## config.mk

```make
export PLATFORM = sky130hd
export DESIGN_NAME = l1_req_master
export DESIGN_NICKNAME = d
export VERILOG_FILES = /design/src/rtl/l1_req_pkg.sv /design/src/rtl/l1_req_fifo.sv /design/src/rtl/l1_req_master.sv
export SDC_FILE = /design/constraint.sdc
export NUM_CORES = 1
export LEC_CHECK = 0
export CAP_MARGIN = 20
export CORE_MARGIN = 3
export CORE_UTILIZATION = 40
export CTS_BUF_LIST = sky130_fd_sc_hd__clkbuf_2 sky130_fd_sc_hd__clkbuf_4 sky130_fd_sc_hd__clkbuf_8
export CTS_CLUSTER_DIAMETER = 60
export DETAILED_ROUTE_END_ITERATION = 8
export PLACE_DENSITY = 0.62
export SYNTH_ARGS = -nofsm -noshare
export SYNTH_HDL_FRONTEND = slang
export SYNTH_SLANG_ARGS = --single-unit
```

## constraint.sdc

```tcl
create_clock -name clk -period 5.9 [get_ports clk]
set_input_delay 1.475 -clock clk [delete_from_list [all_inputs] [get_ports clk]]
set_output_delay 1.475 -clock clk [all_outputs]
set_load 0.02 [all_outputs]
```

## src/rtl/l1_req_pkg.sv

```systemverilog
// Shared types for the L1 request master: FSM states, the buffered
// operation record, and the address/data widths of the cache interface.
package l1_req_pkg;

    localparam int ADDR_W = 20;
    localparam int DATA_W = 32;

    typedef enum logic [1:0] {
        IDLE  = 2'd0,
        ISSUE = 2'd1,
        WAIT  = 2'd2,
        DONE  = 2'd3
    } req_state_t;

    typedef struct packed {
        logic              we;
        logic [ADDR_W-1:0] addr;
        logic [DATA_W-1:0] wdata;
    } op_t;

    // Word accesses only: any set bit in the two LSBs is rejected locally.
    function automatic logic is_misaligned(input logic [ADDR_W-1:0] addr);
        return addr[1:0] != 2'b00;
    endfunction

endpackage

```

## src/rtl/l1_req_fifo.sv

```systemverilog
// Small synchronous command FIFO of op_t records. The head entry is visible
// combinationally so the FSM can latch it into its operation register on pop.
module l1_req_fifo
    import l1_req_pkg::*;
#(
    parameter int DEPTH = 4
) (
    input  logic                       clk,
    input  logic                       rst,
    input  logic                       push_i,
    input  op_t                        push_op_i,
    input  logic                       pop_i,
    output op_t                        head_o,
    output logic                       full_o,
    output logic                       empty_o,
    output logic [$clog2(DEPTH+1)-1:0] count_o
);

    localparam int PTR_W = $clog2(DEPTH);
    localparam int CNT_W = $clog2(DEPTH + 1);

    op_t              mem_q [DEPTH];
    logic [PTR_W-1:0] wr_ptr_q;
    logic [PTR_W-1:0] rd_ptr_q;
    logic [CNT_W-1:0] count_q;
    logic             push_ok;
    logic             pop_ok;

    assign full_o  = (count_q == CNT_W'(DEPTH));
    assign empty_o = (count_q == '0);
    assign count_o = count_q;
    assign head_o  = mem_q[rd_ptr_q];

    // A full FIFO never writes and an empty one never reads, so pointers stay sane
    // even if a caller ignores the flags.
    assign push_ok = push_i & ~full_o;
    assign pop_ok  = pop_i & ~empty_o;

    // Storage array; contents need no reset because count gates every read.
    always_ff @(posedge clk) begin
        if (push_ok) begin
            mem_q[wr_ptr_q] <= push_op_i;
        end
    end

    // Pointers and occupancy; depth is a power of two so pointers wrap naturally.
    always_ff @(posedge clk or posedge rst) begin
        if (rst) begin
            wr_ptr_q <= '0;
            rd_ptr_q <= '0;
            count_q  <= '0;
        end else begin
            if (push_ok) begin
                wr_ptr_q <= wr_ptr_q + PTR_W'(1);
            end
            if (pop_ok) begin
                rd_ptr_q <= rd_ptr_q + PTR_W'(1);
            end
            case ({push_ok, pop_ok})
                2'b10:   count_q <= count_q + CNT_W'(1);
                2'b01:   count_q <= count_q - CNT_W'(1);
                default: count_q <= count_q;
            endcase
        end
    end

endmodule

```

## src/rtl/l1_req_master.sv

```systemverilog
// Core-side initiator for the L1 cache. Commands are queued, then issued one
// at a time as single-cycle request pulses; each produces exactly one result
// strobe carrying read data, a sticky hit flag and an error flag.
module l1_req_master
    import l1_req_pkg::*;
#(
    parameter int FIFO_DEPTH     = 4,
    parameter int TIMEOUT_CYCLES = 16,
    parameter int CNT_W          = 16
) (
    input  logic              clk,
    input  logic              rst,
    input  logic              cmd_valid,
    output logic              cmd_ready,
    input  logic              cmd_we,
    input  logic [ADDR_W-1:0] cmd_addr,
    input  logic [DATA_W-1:0] cmd_wdata,
    output logic              rsp_valid,
    output logic [DATA_W-1:0] rsp_rdata,
    output logic              rsp_hit,
    output logic              rsp_err,
    output logic [ADDR_W-1:0] data_addr,
    output logic [DATA_W-1:0] wdata,
    output logic              awvalid,
    output logic              wvalid,
    output logic              arvalid,
    input  logic              rvalid,
    input  logic [DATA_W-1:0] rdata,
    input  logic              w_hit,
    input  logic              r_hit,
    input  logic [1:0]        w_resp,
    input  logic [1:0]        r_resp,
    output logic [CNT_W-1:0]  hit_cnt,
    output logic [CNT_W-1:0]  miss_cnt
);

    localparam int TMO_W  = $clog2(TIMEOUT_CYCLES + 1);
    localparam int FCNT_W = $clog2(FIFO_DEPTH + 1);

    req_state_t        state_q,     state_d;
    op_t               op_q,        op_d;
    logic [TMO_W-1:0]  tmo_q,       tmo_d;
    logic              sticky_q,    sticky_d;
    logic [DATA_W-1:0] res_rdata_q, res_rdata_d;
    logic              res_hit_q,   res_hit_d;
    logic              res_err_q,   res_err_d;
    logic [CNT_W-1:0]  hit_cnt_q;
    logic [CNT_W-1:0]  miss_cnt_q;

    logic              fifo_push;
    logic              fifo_pop;
    op_t               fifo_head;
    op_t               cmd_op;
    logic              fifo_full;
    logic              fifo_empty;
    logic [FCNT_W-1:0] fifo_count;
    logic              hit_inc;
    logic              miss_inc;
    logic              cur_hit;
    logic              cur_done;

    // Reads finish on rvalid alone; the upper response bits carry nothing we use.
    logic unused_inputs;
    assign unused_inputs = ^{w_resp[1], r_resp, fifo_full};

    // Ready comes from the registered occupancy, so a pop never frees a slot
    // for a push in the same cycle.
    assign cmd_ready = (fifo_count < FCNT_W'(FIFO_DEPTH));
    assign fifo_push = cmd_valid & cmd_ready;
    assign cmd_op    = '{we: cmd_we, addr: cmd_addr, wdata: cmd_wdata};

    l1_req_fifo #(
        .DEPTH (FIFO_DEPTH)
    ) u_fifo (
        .clk       (clk),
        .rst       (rst),
        .push_i    (fifo_push),
        .push_op_i (cmd_op),
        .pop_i     (fifo_pop),
        .head_o    (fifo_head),
        .full_o    (fifo_full),
        .empty_o   (fifo_empty),
        .count_o   (fifo_count)
    );

    assign cur_hit  = op_q.we ? w_hit     : r_hit;
    assign cur_done = op_q.we ? w_resp[0] : rvalid;

    // Next-state and output decode; all outputs are zero outside their owning state.
    always_comb begin
        state_d     = state_q;
        op_d        = op_q;
        tmo_d       = tmo_q;
        sticky_d    = sticky_q;
        res_rdata_d = res_rdata_q;
        res_hit_d   = res_hit_q;
        res_err_d   = res_err_q;
        fifo_pop    = 1'b0;
        awvalid     = 1'b0;
        wvalid      = 1'b0;
        arvalid     = 1'b0;
        data_addr   = '0;
        wdata       = '0;
        rsp_valid   = 1'b0;
        rsp_rdata   = '0;
        rsp_hit     = 1'b0;
        rsp_err     = 1'b0;
        hit_inc     = 1'b0;
        miss_inc    = 1'b0;

        case (state_q)
            IDLE: begin
                if (!fifo_empty) begin
                    fifo_pop = 1'b1;
                    op_d     = fifo_head;
                    if (is_misaligned(fifo_head.addr)) begin
                        // Rejected locally; the cache never sees this request.
                        res_rdata_d = '0;
                        res_hit_d   = 1'b0;
                        res_err_d   = 1'b1;
                        state_d     = DONE;
                    end else begin
                        state_d = ISSUE;
                    end
                end
            end
            ISSUE: begin
                data_addr = op_q.addr;
                wdata     = op_q.wdata;
                awvalid   = op_q.we;
                wvalid    = op_q.we;
                arvalid   = ~op_q.we;
                tmo_d     = '0;
                sticky_d  = 1'b0;
                state_d   = WAIT;
            end
            WAIT: begin
                data_addr = op_q.addr;
                wdata     = op_q.wdata;
                sticky_d  = sticky_q | cur_hit;
                tmo_d     = tmo_q + TMO_W'(1);
                // Completion is checked first so it wins over a coincident expiry.
                if (cur_done) begin
                    res_rdata_d = op_q.we ? '0 : rdata;
                    res_hit_d   = sticky_q | cur_hit;
                    res_err_d   = 1'b0;
                    state_d     = DONE;
                end else if (tmo_d == TMO_W'(TIMEOUT_CYCLES)) begin
                    res_rdata_d = '0;
                    res_hit_d   = 1'b0;
                    res_err_d   = 1'b1;
                    state_d     = DONE;
                end
            end
            DONE: begin
                rsp_valid = 1'b1;
                rsp_rdata = res_rdata_q;
                rsp_hit   = res_hit_q;
                rsp_err   = res_err_q;
                hit_inc   = ~res_err_q & res_hit_q;
                miss_inc  = ~res_err_q & ~res_hit_q;
                state_d   = IDLE;
            end
            default: begin
                state_d = IDLE;
            end
        endcase
    end

    // FSM and per-request working registers.
    always_ff @(posedge clk or posedge rst) begin
        if (rst) begin
            state_q     <= IDLE;
            op_q        <= '0;
            tmo_q       <= '0;
            sticky_q    <= 1'b0;
            res_rdata_q <= '0;
            res_hit_q   <= 1'b0;
            res_err_q   <= 1'b0;
        end else begin
            state_q     <= state_d;
            op_q        <= op_d;
            tmo_q       <= tmo_d;
            sticky_q    <= sticky_d;
            res_rdata_q <= res_rdata_d;
            res_hit_q   <= res_hit_d;
            res_err_q   <= res_err_d;
        end
    end

    // Saturating statistics: counters stick at all-ones instead of wrapping.
    always_ff @(posedge clk or posedge rst) begin
        if (rst) begin
            hit_cnt_q  <= '0;
            miss_cnt_q <= '0;
        end else begin
            if (hit_inc && (hit_cnt_q != {CNT_W{1'b1}})) begin
                hit_cnt_q <= hit_cnt_q + CNT_W'(1);
            end
            if (miss_inc && (miss_cnt_q != {CNT_W{1'b1}})) begin
                miss_cnt_q <= miss_cnt_q + CNT_W'(1);
            end
        end
    end

    assign hit_cnt  = hit_cnt_q;
    assign miss_cnt = miss_cnt_q;

endmodule

```

Yosys cells after proc, flatten, opt, wreduce, memory -nomap -nowiden --
Memory sizes are Yosys's and may differ from the RTL's. Cells that the tools add are included.
Storage, ports and cells: register bits after elaboration 134, bits in writable memories 212, bits of input ports 95, word-level logic and storage cells 98, memories 1
Cells by class: $add $sub $neg 7, order comparisons 1, equality and inequality tests 12, multiplexer cells 40, bitwise logic cells 11, reduce and logical (&&, ||, !) cells 12
Memories:
- u_fifo.mem_q | words 4, bits a word 53, rd ports 1, clocked after Yosys merged registers in 0, wr ports 1, line l1_req_fifo.sv:22 | op_t mem_q [DEPTH];
Operators by type and width (count):
- 2-to-1 mux 32 bit | 7
- one-hot mux 32 bit (2 select lines) | 1
- adder 16 x 1 -> 16 bit, second input constant | 2
- inequality test 16 bit, second input constant | 2
- 2-to-1 mux 1 bit | 21
- 2-to-1 mux 20 bit | 1
- one-hot mux 5 bit (2 select lines) | 1
- 2-to-1 mux 2 bit | 4
- one-hot mux 2 bit (4 select lines) | 1
- nonzero test 2 bit | 4
- == test 2 bit, second input constant | 3
- one-hot mux 1 bit (2 select lines) | 3
- one-hot mux 3 bit (2 select lines) | 1
- adder 5 x 1 -> 5 bit, second input constant | 1
- AND 1 bit | 5
- == test 5 bit, second input constant | 1
- NOT 1 bit | 5
- adder 2 x 1 -> 2 bit, second input constant | 2
- == test 2 x 1 -> 1 bit, second input constant | 2
- inequality test 2 bit, second input constant | 2
- AND reduction 2 bit | 2
- AND reduction 4 bit | 1
- adder 3 x 1 -> 3 bit, second input constant | 1
- == test 3 bit, second input constant | 1
- 8 further kinds | 9

Longest topological paths before layout --
Gate-level depths: netlist (run 1).
depth after elaboration 6, gate-level depth with buffers 11, depth with buffers taken out 9

By module --
A second synthesis (run 1) with hierarchy kept.
Second synthesis, totals: cell total of the unflattened synthesis 876, area, all modules 14269.9 sq um
By module, submodules not included:
- l1_req_fifo | instances 1, cells an instance 315, area each 8145.3 sq um, seq. area each 6541.3 sq um
- l1_req_master | instances 1, cells an instance 561, area each 6124.6 sq um, seq. area each 3178.0 sq um

Worst setup path after synthesis (run 1) --
No wires, ideal clock.
path type input to register, from input port cmd_valid, to memory u_fifo.mem_q[0][0] (netlist name) (enable), library setup time 416 ps, arrival time 3104 ps, slack 2380 ps, stages 3, path through nor2b_1 -> clkbuf_1 -> and2_1
Between the ends: word-level cells in the longest chain between the ends 4
Ends and longest elaborated chain:
- start: declaration | line l1_req_master.sv:13 | input logic cmd_valid,
- AND 1 bit | line l1_req_master.sv:69 | assign fifo_push = cmd_valid & cmd_ready;
- AND 1 bit | line l1_req_fifo.sv:36 | assign push_ok = push_i & ~full_o;
- 2-to-1 mux 1 bit | line l1_req_fifo.sv:41 | if (push_ok) begin
- 2-to-1 mux 1 bit (not written as such) | line l1_req_fifo.sv:42 | mem_q[wr_ptr_q] <= push_op_i;
- end: declaration | line l1_req_fifo.sv:22
Every way passes these cells.

Final worst setup path (run 1) --
from register state_q[1], to output port data_addr[14]
Between the ends: word-level cells in the longest chain between the ends 3, elaborated cells between the ends (all ways) 4, those cells by class 2 x eq/ne; 1 x mux; 1 x reduce/logical
Ends and longest elaborated chain:
- start: declaration | line l1_req_master.sv:40 | req_state_t state_q, state_d;
- start signal: assignment | line l1_req_master.sv:181 | state_q <= state_d;
- == test 2 bit / == test 2 x 1 -> 1 bit (equally long branches) | line l1_req_master.sv:111 | case (state_q)
- OR reduction 2 bit (no line) (*)
- 2-to-1 mux 20 bit (*) | line l1_req_master.sv:111
- end: declaration | line l1_req_master.sv:22 | output logic [ADDR_W-1:0] data_addr,
Mark *: on every way between the ends. The rest lies on a longest branch, timed or not.

==> results summary, run 1 <==
Counting flops and latches in the post-synthesis netlist gives 346. In this run the most critical hold path is launched from res_rdata_q[23]$_DFFE_PP0P_. The number of clock buffers added by TritonCTS is 58. The post-detailed-routing wire length came out at 29800 µm. The required arrival time at the worst endpoint is 4430 ps.

Setup repair after global routing left no endpoint under its margin. Once placement completed, the tool counted placed cells totaling 1441. The post-layout utilization of the core is 52.49%.

After floorplanning, the core was divided into 67 placement rows. The total congestion overflow after global routing came out at 0. The last weighted congestion value of the routability-driven placer is 0.7692. For this run, the post-layout net count is 1164.

Clock tree synthesis found a total of 346 sinks. The static leakage power came out at 6.610 nW. The HPWL after detailed placement is 17580 µm. The number of input and output port buffers inserted came out at 214. The critical register-to-register path startpoint is state_q[1]$_DFFE_PP0P_. Hold timing on the final database bottoms out at a slack of 488.9 ps. The ratio of routed vias to standard cells is 4.999. The die area is 0.03683 mm². The boundary pin count came out at 218. Global routing used 16.34% of the available tracks across all layers.

The post-CTS repair timing setup buffer count is 0. The starting DRC count in detailed routing is 248. The post-placement cell area came out at 0.01646 mm². Setup slack closes at 1307 ps. Dividing total power by cell area gives a power density of 504.2 mW/mm². The source-to-sink clock delay at the later pin of the worst-skew pair came out at 640 ps.

The register clock-pin slew on the reported worst setup and hold paths is 60 ps. Yosys attributes the largest share of cell area to edfxtp_1 (46%), dfrtp_1 (24%), mux4_2 (8.6%). The overall die height came out at 191.9 µm. The cell area that synthesis handed to floorplanning was 0.01382 mm². The shortest period the worst path allows is 4593 ps. The number of endpoints with negative hold slack in the final report is 0. The share of layout cells above drive strength 1 is 21.60%.

The total chip power is 8.941 mW. The synthesized design contains 212 enable-type register cells. The Yosys step of the flow raised 0 warnings. The measured slew at the worst slew-check pin came out at 927.7 ps. The final instance area is 0.01773 mm². Of all nets on the critical path, the largest fanout is 34. In the routed design, unresolved DRC markers number 0. The average wire per standard cell came out at 19.20 µm.

The final total negative setup slack is 0 ps. Data on the critical path arrives at its endpoint at 3120 ps. The post-route fraction of the period consumed by the critical path came out at 77.85%. The post-synthesis cell type count is 47.

The detail route stage leaves a number of antenna-violating nets equal to 0. The vias after detailed routing came out at 7759. The category of the most critical setup path is flop to primary output. The worst setup slack after placement is 1812 ps. The final-layout fill cell count came out at 2812. The H-tree generated during clock tree synthesis spans 2 levels. The share of flip-flops with an asynchronous set or reset came out at 38.73%. The share of the synthesized area in the top cell type came out at 46.05%.

The post-synthesis net count came out at 916. The core area came out at 0.03378 mm². The highest clock rate came out at 217.7 MHz. The die width is 191.9 µm. The number of gates resized after cts is 0. The cts-stage hold buffer count is 0. The cell sitting at the root of the clock tree is a clkbuf_8. The relative max-transition margin came out at 38.16%. The worst setup path is captured at a primary output.

The worst setup path is launched from a flop. The per-instance average area after synthesis is 17.13 µm². The growth of design area from synthesis to finish is 28.28%.

The largest vdd supply drop came out at 0.0003418 V. The via count of the first global-routing pass came out at 8171. The number of antenna violations at the first check in global routing came to 3. In the synthesized netlist the dominant register cell turns out to be edfxtp_1. Between clock sinks in the finished design, the worst skew comes to 40.94 ps. Entering global routing, the biggest net connects 57 pins.

In this run the worst setup path begins at state_q[1]$_DFFE_PP0P_. TritonCTS built the clock tree. The class of the tightest hold or removal check is flop to flop.

The most area-hungry cell type in the Yosys netlist is edfxtp_1. Max-cap violations in this run came to 0. The first detailed-routing pass took 4 iterations. No sink is reached through more buffers than the 3 on the longest clock path. The first-pass GRT wire length is 45980 µm. The final cell count without fillers is 1552.

The flow ran to the end, and the final reports show no timing, DRC or antenna violations. The starting density of the core is 40.92%. The cell count after synthesis came out at 807. Summing the sequential cell areas from Yosys gives 70.31% of the chip area. Setup violations remaining at the end of the flow were counted as 0. The number of max-slew violations in the final report is 0.
-- critical path: stages, from the launching register on --
cell	delay [ps]
dfrtp_1	370
inv_1	100
ha_2	740
buf_4	410
and2_1	180
clkdlybuf4s50_1	660
-- cells in the final DEF (no fill, tap or decap), drive strengths merged, types with 8 or more instances in the layout --
cell             n
a22o            32
and2            94
buf             14
clkbuf          95
clkdlybuf4s50  214
clkinv           9
dfrtp          134
edfxtp         212
ha              13
inv             21
mux2            55
mux4            53
nand2           23
nand3           17
nand4            8
nor2            11
o21ai           10
xnor2           21
xor2            11
-- metal layers --
layer  part of all wire, %  GRT usage, %  routed length [µm]  vias to the layer above
met5                 0.077             0                  23                        -
met4                   2.2         6.294                 645                        4
met3                   8.5         5.165                2543                       48
met2                    46         25.45               13730                      249
met1                    43         21.50               12860                     3913
li1                      -             -                   -                     3545
-- power breakdown --
part	internal (mW)	switching, mW
clock network	1.24	0.933
registers	3.14	0.282
logic	1.68	1.67
-- cell usage after synthesis, drive strengths merged, types with 2 or more instances --
master	instances
nand4	8
o21ai	10
a21oi	7
nand2	23
buf	16
and4b	2
dfrtp	134
xnor2	21
mux4	53
nor3	6
nand3	17
and4	2
nand3b	2
nor2b	5
ha	13
edfxtp	212
o31ai	2
mux2i	4
inv	20
a22o	32
and3	7
xor2	11
nor2	11
mux2	55
clkbuf	24
and2	94
-- registers in the layout, indices dropped and copies added, names as in the netlist --
| register | cells |
|---|---|
| hit_cnt | 16 |
| res_rdata_q | 32 |
| tmo_q | 5 |
| u_fifo.mem_q | 212 |
| u_fifo.count_o | 3 |
| u_fifo.wr_ptr_q | 2 |
| state_q | 2 |
| res_hit_q | 1 |
| res_err_q | 1 |
| miss_cnt | 16 |
| sticky_q | 1 |
| u_fifo.rd_ptr_q | 2 |
| op_q | 53 |
-- worst paths after layout --
kind | to | slack [ps] | cells after the start
setup / recovery | data_addr[14] | 1310 | 5
hold / removal | res_rdata_q[23]$_DFFE_PP0P_ | 490 | 1
setup reg to reg | u_fifo.count_o[2]$_DFFE_PP0P_ | 2990 | 10
hold reg to reg | res_rdata_q[23]$_DFFE_PP0P_ | 490 | 1
max in group asynchronous | op_q[50]$_DFFE_PP0P_ | 3590 | 3
min in group asynchronous | op_q[26]$_DFFE_PP0P_ | 1250 | 2
-- cell families (layout without fill, tap and decap cells) --
kind of cell	Yosys count	after routing	share of synthesized area, %
xor+xnor	32	32	2.027
simple gates	182	182	7.575
buf+inv	60	355	1.982
mux	112	112	13.40
compound gates	61	61	3.385
fa+ha+maj	14	14	1.321
other cells	0	2	0
flops	346	346	70.31
-- layout make-up --
type	instances	area [µm²]	area share [%]
Sequential cell	346	9724	54.83
Multi-Input combinational cell	401	3846	21.69
Timing Repair Buffer	228	2307	13.01
Clock buffer	95	1120	6.314
Tap cell	448	560.5	3.161
Clock inverter	12	91.34	0.5150
Inverter	20	80.08	0.4515
Antenna cell	2	5.005	0.02822
No activity file was read; power rests on OpenSTA's default activity.
==> run 2, diff against run 1 <==
- PLACE_DENSITY: 0.62 -> 0.65
- clock period: 5.9 -> 4 ns (I/O delays scaled with it)
==> run 2 against run 1 <==
Wire length decreased by 0.89%. Sequential share of layout area decreased by 0.37 points. Critical path type unchanged. Design area increased by 0.68%. Hold slack improved by 3.4 ps. Worst setup slack got worse by 1100 ps. Core utilization increased by 0.36 points. Clock skew decreased by 18 ps.
==> results summary, run 2 (synthesized netlist as in run 1, its figures left out) <==
The run finished with clean final reports. The maximum net fanout on the critical path is 48. The worst setup slack after placement is 842.6 ps.

Across all setup checks in the final design, the least slack found is 237.0 ps. The reported max-cap violation count is 0. The final cell count without fillers came out at 1553. The count of buffer and inverter cells on the critical path is 3.

The number of gates resized after CTS was 0. For this block, the routed nets add up to 29540 µm of wire. The worst hold path terminates at res_rdata_q[17]$_DFFE_PP0P_. For this design, the slowest cell found on the critical path is clkdlybuf4s50_1. The root buffer cell is clkbuf_8. The post-CTS repair timing setup buffer count came out at 0.

For this run the aggregate overflow at the end of global routing stands at 0. The average wire per standard cell is 19.02 µm. After detailed placement, the total cell area comes to 0.01662 mm². The number of buffers inserted during clock tree synthesis is 55. The maximum number of pins on one net before global-route repair is 69. In this run, placement finished with an instance count of 1450.

The later pin in the worst-skew pair is clocked with a latency of 610 ps. The cell-internal power came out at 9.023 mW. The growth of design area from synthesis to finish is 29.15%.

The number of antenna violations at the first check in global routing was 0. The ratio of routed vias to standard cells is 5.020. Static timing analysis puts the maximum clock frequency at 265.7 MHz.

Across all register-to-register paths, the minimum setup slack is 1370 ps. The die width came out at 191.9 µm. The number of routed nets with antenna violations came out at 0. The cell row count came out at 67.

After detailed routing, the number of remaining DRC violations is 0. The post-route fraction of the period consumed by the critical path is 94.08%. The deepest level of the CTS H-tree is 2. The number of endpoints with negative hold slack in the final report is 0. In this run the most critical hold path is launched from res_rdata_q[17]$_DFFE_PP0P_. The share of total power consumed by net switching came out at 32.16%. The register with the most flip-flops in the layout has 212 of them. TritonCTS built the clock tree.

The worst reg2reg path depth came out at 5. The critical register-to-register path startpoint is u_fifo.rd_ptr_q[0]$_DFFE_PP0P_. The tree built by TritonCTS fans out to 346 sinks. The post-layout utilization of the core came out at 52.85%. Along the worst hold path, the cell count comes to 1. The measured slew at the worst slew-check pin came out at 885.2 ps. The static leakage power came out at 6.646 nW.

The pre-antenna-repair detailed-routing pass consisted of 4 iterations. The total setup violations reported at the end of the flow came out at 0. The via count of the first global-routing pass came to 8221.

The starting DRC count in detailed routing is 390. The number of max-slew violations in the final report is 0. The logic gate share of total power is 37.3%.

The most common library cell in the layout ignoring fill and taps is clkdlybuf4s50_1. The combined global-route utilization of all metal layers is 16.25%. The net count of the finished layout is 1168.

The min-delay analysis places its worst path in the category flop to flop. Per report_power, the clock group accounts for 24.7% of the total. The area taken by multi-input logic gates came out at 0.003851 mm². The setup skew after layout is 23.12 ps. After routing the design area is 0.01785 mm².

The sequential cells in the finished layout cover a total of 0.009724 mm². The boundary pin count is 218. Walking the worst path, the cells encountered are inv_1 > ha_2 > buf_12 > and2_1 > clkdlybuf4s50_1. The final total negative setup slack came out at 0 ps. By startpoint and endpoint, the worst setup path is classified as flop to primary output. The final-layout fill cell count came out at 2802.

In the final layout, the registers with the most flip-flops are u_fifo.mem_q (212), op_q (53), res_rdata_q (32). The net switching power figure came out at 4.277 mW. The HPWL after detailed placement came out at 18150 µm. The endpoint of the worst-slack reg-to-reg timing path is res_rdata_q[27]$_DFFE_PP0P_. The shortest period the worst path allows came out at 3763 ps. The relative max-transition margin is 40.99%. For this configuration, the core starts out at a cell density of 40.92%. The floorplan step set the die height to 191.9 µm.

The core region is 0.03378 mm². Counting flops per register, the top entry is u_fifo.mem_q. The power per cell area came out at 744.9 mW/mm².

STA classifies the critical path endpoint as a primary output. The top cell family by delay on the critical path is buffers and inverters. The arrival time reported for the critical path endpoint came out at 2760 ps. Hold repair after CTS inserted 0 buffers. The final route contains 7796 vias. The number of input and output port buffers inserted came out at 214. The die covers 0.03683 mm².

The peak per-stage delay on the critical path came out at 630 ps. The share of total power dissipated in sequential elements is 38.0%. The first-pass GRT wire length is 46160 µm. The critical path launch point type is a flop. In the layout the commonest cells are clkdlybuf4s50_1 (214), edfxtp_1 (212), dfrtp_1 (132), and2_1 (90), clkbuf_8 (67). After clock tree synthesis, the clock-pin slew on the worst setup and hold paths is 60 ps. For the worst setup path, the data required time is 3000 ps.

The largest vdd supply drop came out at 0.0005130 V. The share of layout cells above drive strength 1 came out at 21.29%. Setup repair after global routing left no endpoint under its margin.

At the end of routability-driven placement, the weighted congestion stood at 0.7695. The number of buffers on the longest clock path is 3.
-- run 2: metrics by stage --
step | hold slack (ps) | power [mW]
detailed placement | 474.0 | 10.18
global placement | 475.1 | 10.06
global route | 502.2 | 14.11
finish | 492.3 | 13.30
floorplan | 457.7 | 8.143
CTS | 495.2 | 13.54
-- run 2: layer usage --
| metal | vias to the layer above | wire, µm | track usage (%) |
|---|---|---|---|
| met5 | - | 0 | 0 |
| met4 | 0 | 604 | 5.476 |
| met3 | 47 | 2583 | 4.545 |
| met1 | 3947 | 12190 | 21.01 |
| met2 | 244 | 14170 | 26.55 |
| li1 | 3558 | - | - |
-- run 2: worst register-to-register path: stages, from the launching register on --
cell and delay [ps]:
dfrtp_4 760, mux4_2 610, nor2_2 210, a211o_1 590, buf_16 230, a22o_1 160
-- run 2: how the worst max path moves through the flow --
stage                                start                           end  slack, ps  cells past startpoint
floorplan                        cmd_valid  u_fifo.mem_q[0][0]$_DFFE_PP_        950                      3
global placement    state_q[1]$_DFFE_PP0P_                  data_addr[9]        840                      5
detailed placement  state_q[1]$_DFFE_PP0P_                 data_addr[13]        840                      5
CTS                 state_q[1]$_DFFE_PP0P_                 data_addr[10]        150                      5
global route        state_q[0]$_DFFE_PP0P_                 data_addr[10]         50                      5
finish              state_q[0]$_DFFE_PP0P_                 data_addr[10]        240                      5
-- run 2: cell type report --
| cell class | count | area share [%] |
|---|---|---|
| flip-flops and latches | 346 | 54.46 |
| inverters | 20 | 0.4415 |
| multi-input cells | 401 | 21.57 |
| diodes | 1 | 0.01402 |
| clock inverters | 22 | 1.177 |
| clock buffers | 80 | 5.711 |
| repair buffers | 235 | 13.48 |
| well taps | 448 | 3.139 |
-- run 2: power by group through the flow --
stage	sequential (mW)	combinational [mW]	clock, mW
global placement	5.11	4.95	0
CTS	5.07	5.08	3.39
global route	5.16	5.40	3.56
floorplan	4.96	3.18	0
finish	5.05	4.96	3.28
detailed placement	5.13	5.05	0
==> run 3, diff against run 2 <==
--- a/config.mk
+++ b/config.mk
@@ -11,3 +11,3 @@
 export CTS_BUF_LIST = sky130_fd_sc_hd__clkbuf_2 sky130_fd_sc_hd__clkbuf_4 sky130_fd_sc_hd__clkbuf_8
-export CTS_CLUSTER_DIAMETER = 60
+export CTS_CLUSTER_DIAMETER = 120
 export DETAILED_ROUTE_END_ITERATION = 8
==> constraint.sdc (replaced) <==
create_clock -name clk -period 4 [get_ports clk]
set_input_delay 0.6 -clock clk [delete_from_list [all_inputs] [get_ports clk]]
set_output_delay 0.6 -clock clk [all_outputs]
set_load 0.02 [all_outputs]
==> run 3 against run 2 <==
Register-to-register slack better by 70 ps. Global-route usage is 0.12 points lower. Maximum frequency is 13% higher. Core utilization is 0.47 points lower. Critical path type unchanged. Non-clock buffer count is 6 lower. Design area is 0.88% lower.
==> results summary, run 3 (synthesized netlist as in run 1, its figures left out) <==
For this design, the sink count on the clock tree is 346. The total congestion overflow after global routing came out at 0. The detailed router finished its first iteration with 261 violations.

The number of endpoints with negative hold slack in the final report is 0. The launching element of the worst setup path is state_q[1]$_DFFE_PP0P_. The detailed-routed wire length on met2 is 13810 µm. The via count of the first global-routing pass came to 8094. The required arrival time at the worst endpoint is 3400 ps. The final-layout fill cell count came out at 2812.

The number of antenna violations at the first check in global routing came to 1. TritonCTS built the clock tree. The final cell count without fillers came out at 1548. The starting density of the core came out at 40.92%.

The worst setup slack after placement came out at 1091 ps. The average wire per standard cell came out at 18.93 µm. The number of gates resized after cts is 0.

Across the VDD grid, the largest voltage drop is 0.0006212 V. Global routing used 16.13% of the available tracks across all layers. The run finished with clean final reports. Summed over all layers, the routed wires come to 29300 µm. The count of buffers added on input and output ports is 214.

The detailed-routing iteration count for the pre-antenna-repair pass is 4. Headroom to the max-slew limit came out at 38.20%. The total length of routed met3 wires came out at 2250 µm. In this run the critical register-to-register path is launched from state_q[1]$_DFFE_PP0P_. The number of setup buffers added after CTS is 0.

The peak per-stage delay on the critical path is 630 ps. u_fifo.mem_q holds more flip-flops than any other register. The cts-stage hold buffer count is 0. The library cell used most frequently in the layout, excluding fill and tap cells, is clkdlybuf4s50_1. Of all nets on the critical path, the largest fanout is 48. The routed design could run at a clock period as short as 3330 ps. The first-pass GRT wire length is 45420 µm.

In this run, CTS created clock tree buffers numbering 56. The last weighted congestion value of the routability-driven placer is 0.7857. The minimum setup slack in the final design is 669.6 ps. The maximum number of pins on one net before global-route repair came out at 56. The core area is 0.03378 mm². Of the available clock period, the critical path in the final layout requires 83.26%. The source-to-sink clock delay at the later pin of the worst-skew pair is 630 ps. CTS built an H-tree with a depth of 2. The cell total after placement is 1444. Across the routed clock network, the largest skew measured is 25.93 ps.

After clock tree synthesis, the clock-pin slew on the worst setup and hold paths is 60 ps. The root buffer cell is clkbuf_8. STA classifies the critical path startpoint as a flop.

The measured slew at the worst slew-check pin came out at 927.0 ps. Walking the worst path, the cells encountered are inv_1 > ha_2 > buf_12 > and2_1 > clkdlybuf4s50_1. In this run the power density over the cells is 738.0 mW/mm². From bottom edge to top edge, the die measures 191.9 µm.

The total setup violations reported at the end of the flow came out at 0. Summing all multi-input logic gate instances after layout gives 0.003851 mm². The class of the tightest hold or removal check is primary input to asynchronous set/reset pin. The highest clock rate came out at 300.3 MHz.

Signal routing reaches up to met4. The boundary pin count came out at 218. The HPWL after detailed placement is 17700 µm. The ratio of routed vias to standard cells came out at 4.979.

The final total negative setup slack is 0 ps. Cells with a size suffix above 1 make up 20.75% of the layout. The slowest library cell on the worst path is clkdlybuf4s50_1.

The capturing element type of the critical path is a primary output. In the layout the commonest cells are clkdlybuf4s50_1 (214), edfxtp_1 (212), dfrtp_1 (132), and2_1 (90), clkbuf_8 (68). The static leakage power is 6.577 nW. Registers take 0.009724 mm². The die width came out at 191.9 µm.

The number of routed nets with antenna violations came out at 0. The kind of cell with the highest combined delay along the critical path is buffers and inverters. Detailed routing inserted a total of 7707 vias. After floorplanning, the core was divided into 67 placement rows. The count of buffer and inverter cells on the critical path came out at 3. For this block, wires on met1 add up to 12670 µm.

Setup repair after global routing left no endpoint under its margin. After detailed routing, the number of remaining DRC violations is 0. The floorplan step defined a die boundary enclosing 0.03683 mm². The net count of the finished layout is 1163. The number of buffers on the longest clock path is 3. The critical path is of the flop to primary output type.

The number of max-slew violations in the final report was 0. The arrival time reported for the critical path endpoint is 2730 ps. In the final layout, the registers with the most flip-flops are u_fifo.mem_q (212), op_q (53), res_rdata_q (32).

The growth of design area from synthesis to finish is 28.01%. The flip-flop count of the largest register, all copies and words added came out at 212. The reported max-cap violation count came out at 0.
-- run 3: path summary, 6_finish.rpt --
kind,endpoint,slack [ps],depth (start not counted)
hold / removal,hit_cnt[10]$_DFFE_PP0P_,400,2
hold reg to reg,res_rdata_q[31]$_DFFE_PP0P_,490,1
max in group asynchronous,res_rdata_q[23]$_DFFE_PP0P_,2710,3
setup reg to reg,miss_cnt[11]$_DFFE_PP0P_,1440,6
setup / recovery,data_addr[13],670,5
min in group clk,res_rdata_q[31]$_DFFE_PP0P_,490,1
-- run 3: area by class of cell --
type                    instances  share of cell area [%]
diodes                          1                 0.01414
clock buffers                  84                   5.967
clock inverters                19                  0.6999
inverters                      20                  0.4454
multi-input cells             401                   21.76
flip-flops and latches        346                   54.95
well taps                     448                   3.167
repair buffers                229                   12.99
-- run 3: per-layer routing --
metal	global-route usage (%)	up-vias
met5	0	-
met3	4.581	46
li1	-	3547
met2	25.86	240
met1	21.21	3874
met4	5.532	0
-- run 3: metrics by stage --
step                      power, mW  util [%]  hold WS [ps]  area [µm²]
after floorplan               8.143         -         457.7       13830
after global placement        10.02     48.84         474.2       16500
after detailed placement      10.11     48.88         473.6       16510
after CTS                     13.31     52.38         370.4       17690
after global routing          13.87     52.38         418.0       17700
final                         13.06     52.38         403.3       17700
-- run 3: power by group --
group          internal, mW  switching [mW]
Sequential             4.63           0.366
Clock                  1.75            1.38
Combinational          2.44            2.49
Total                  8.83            4.23
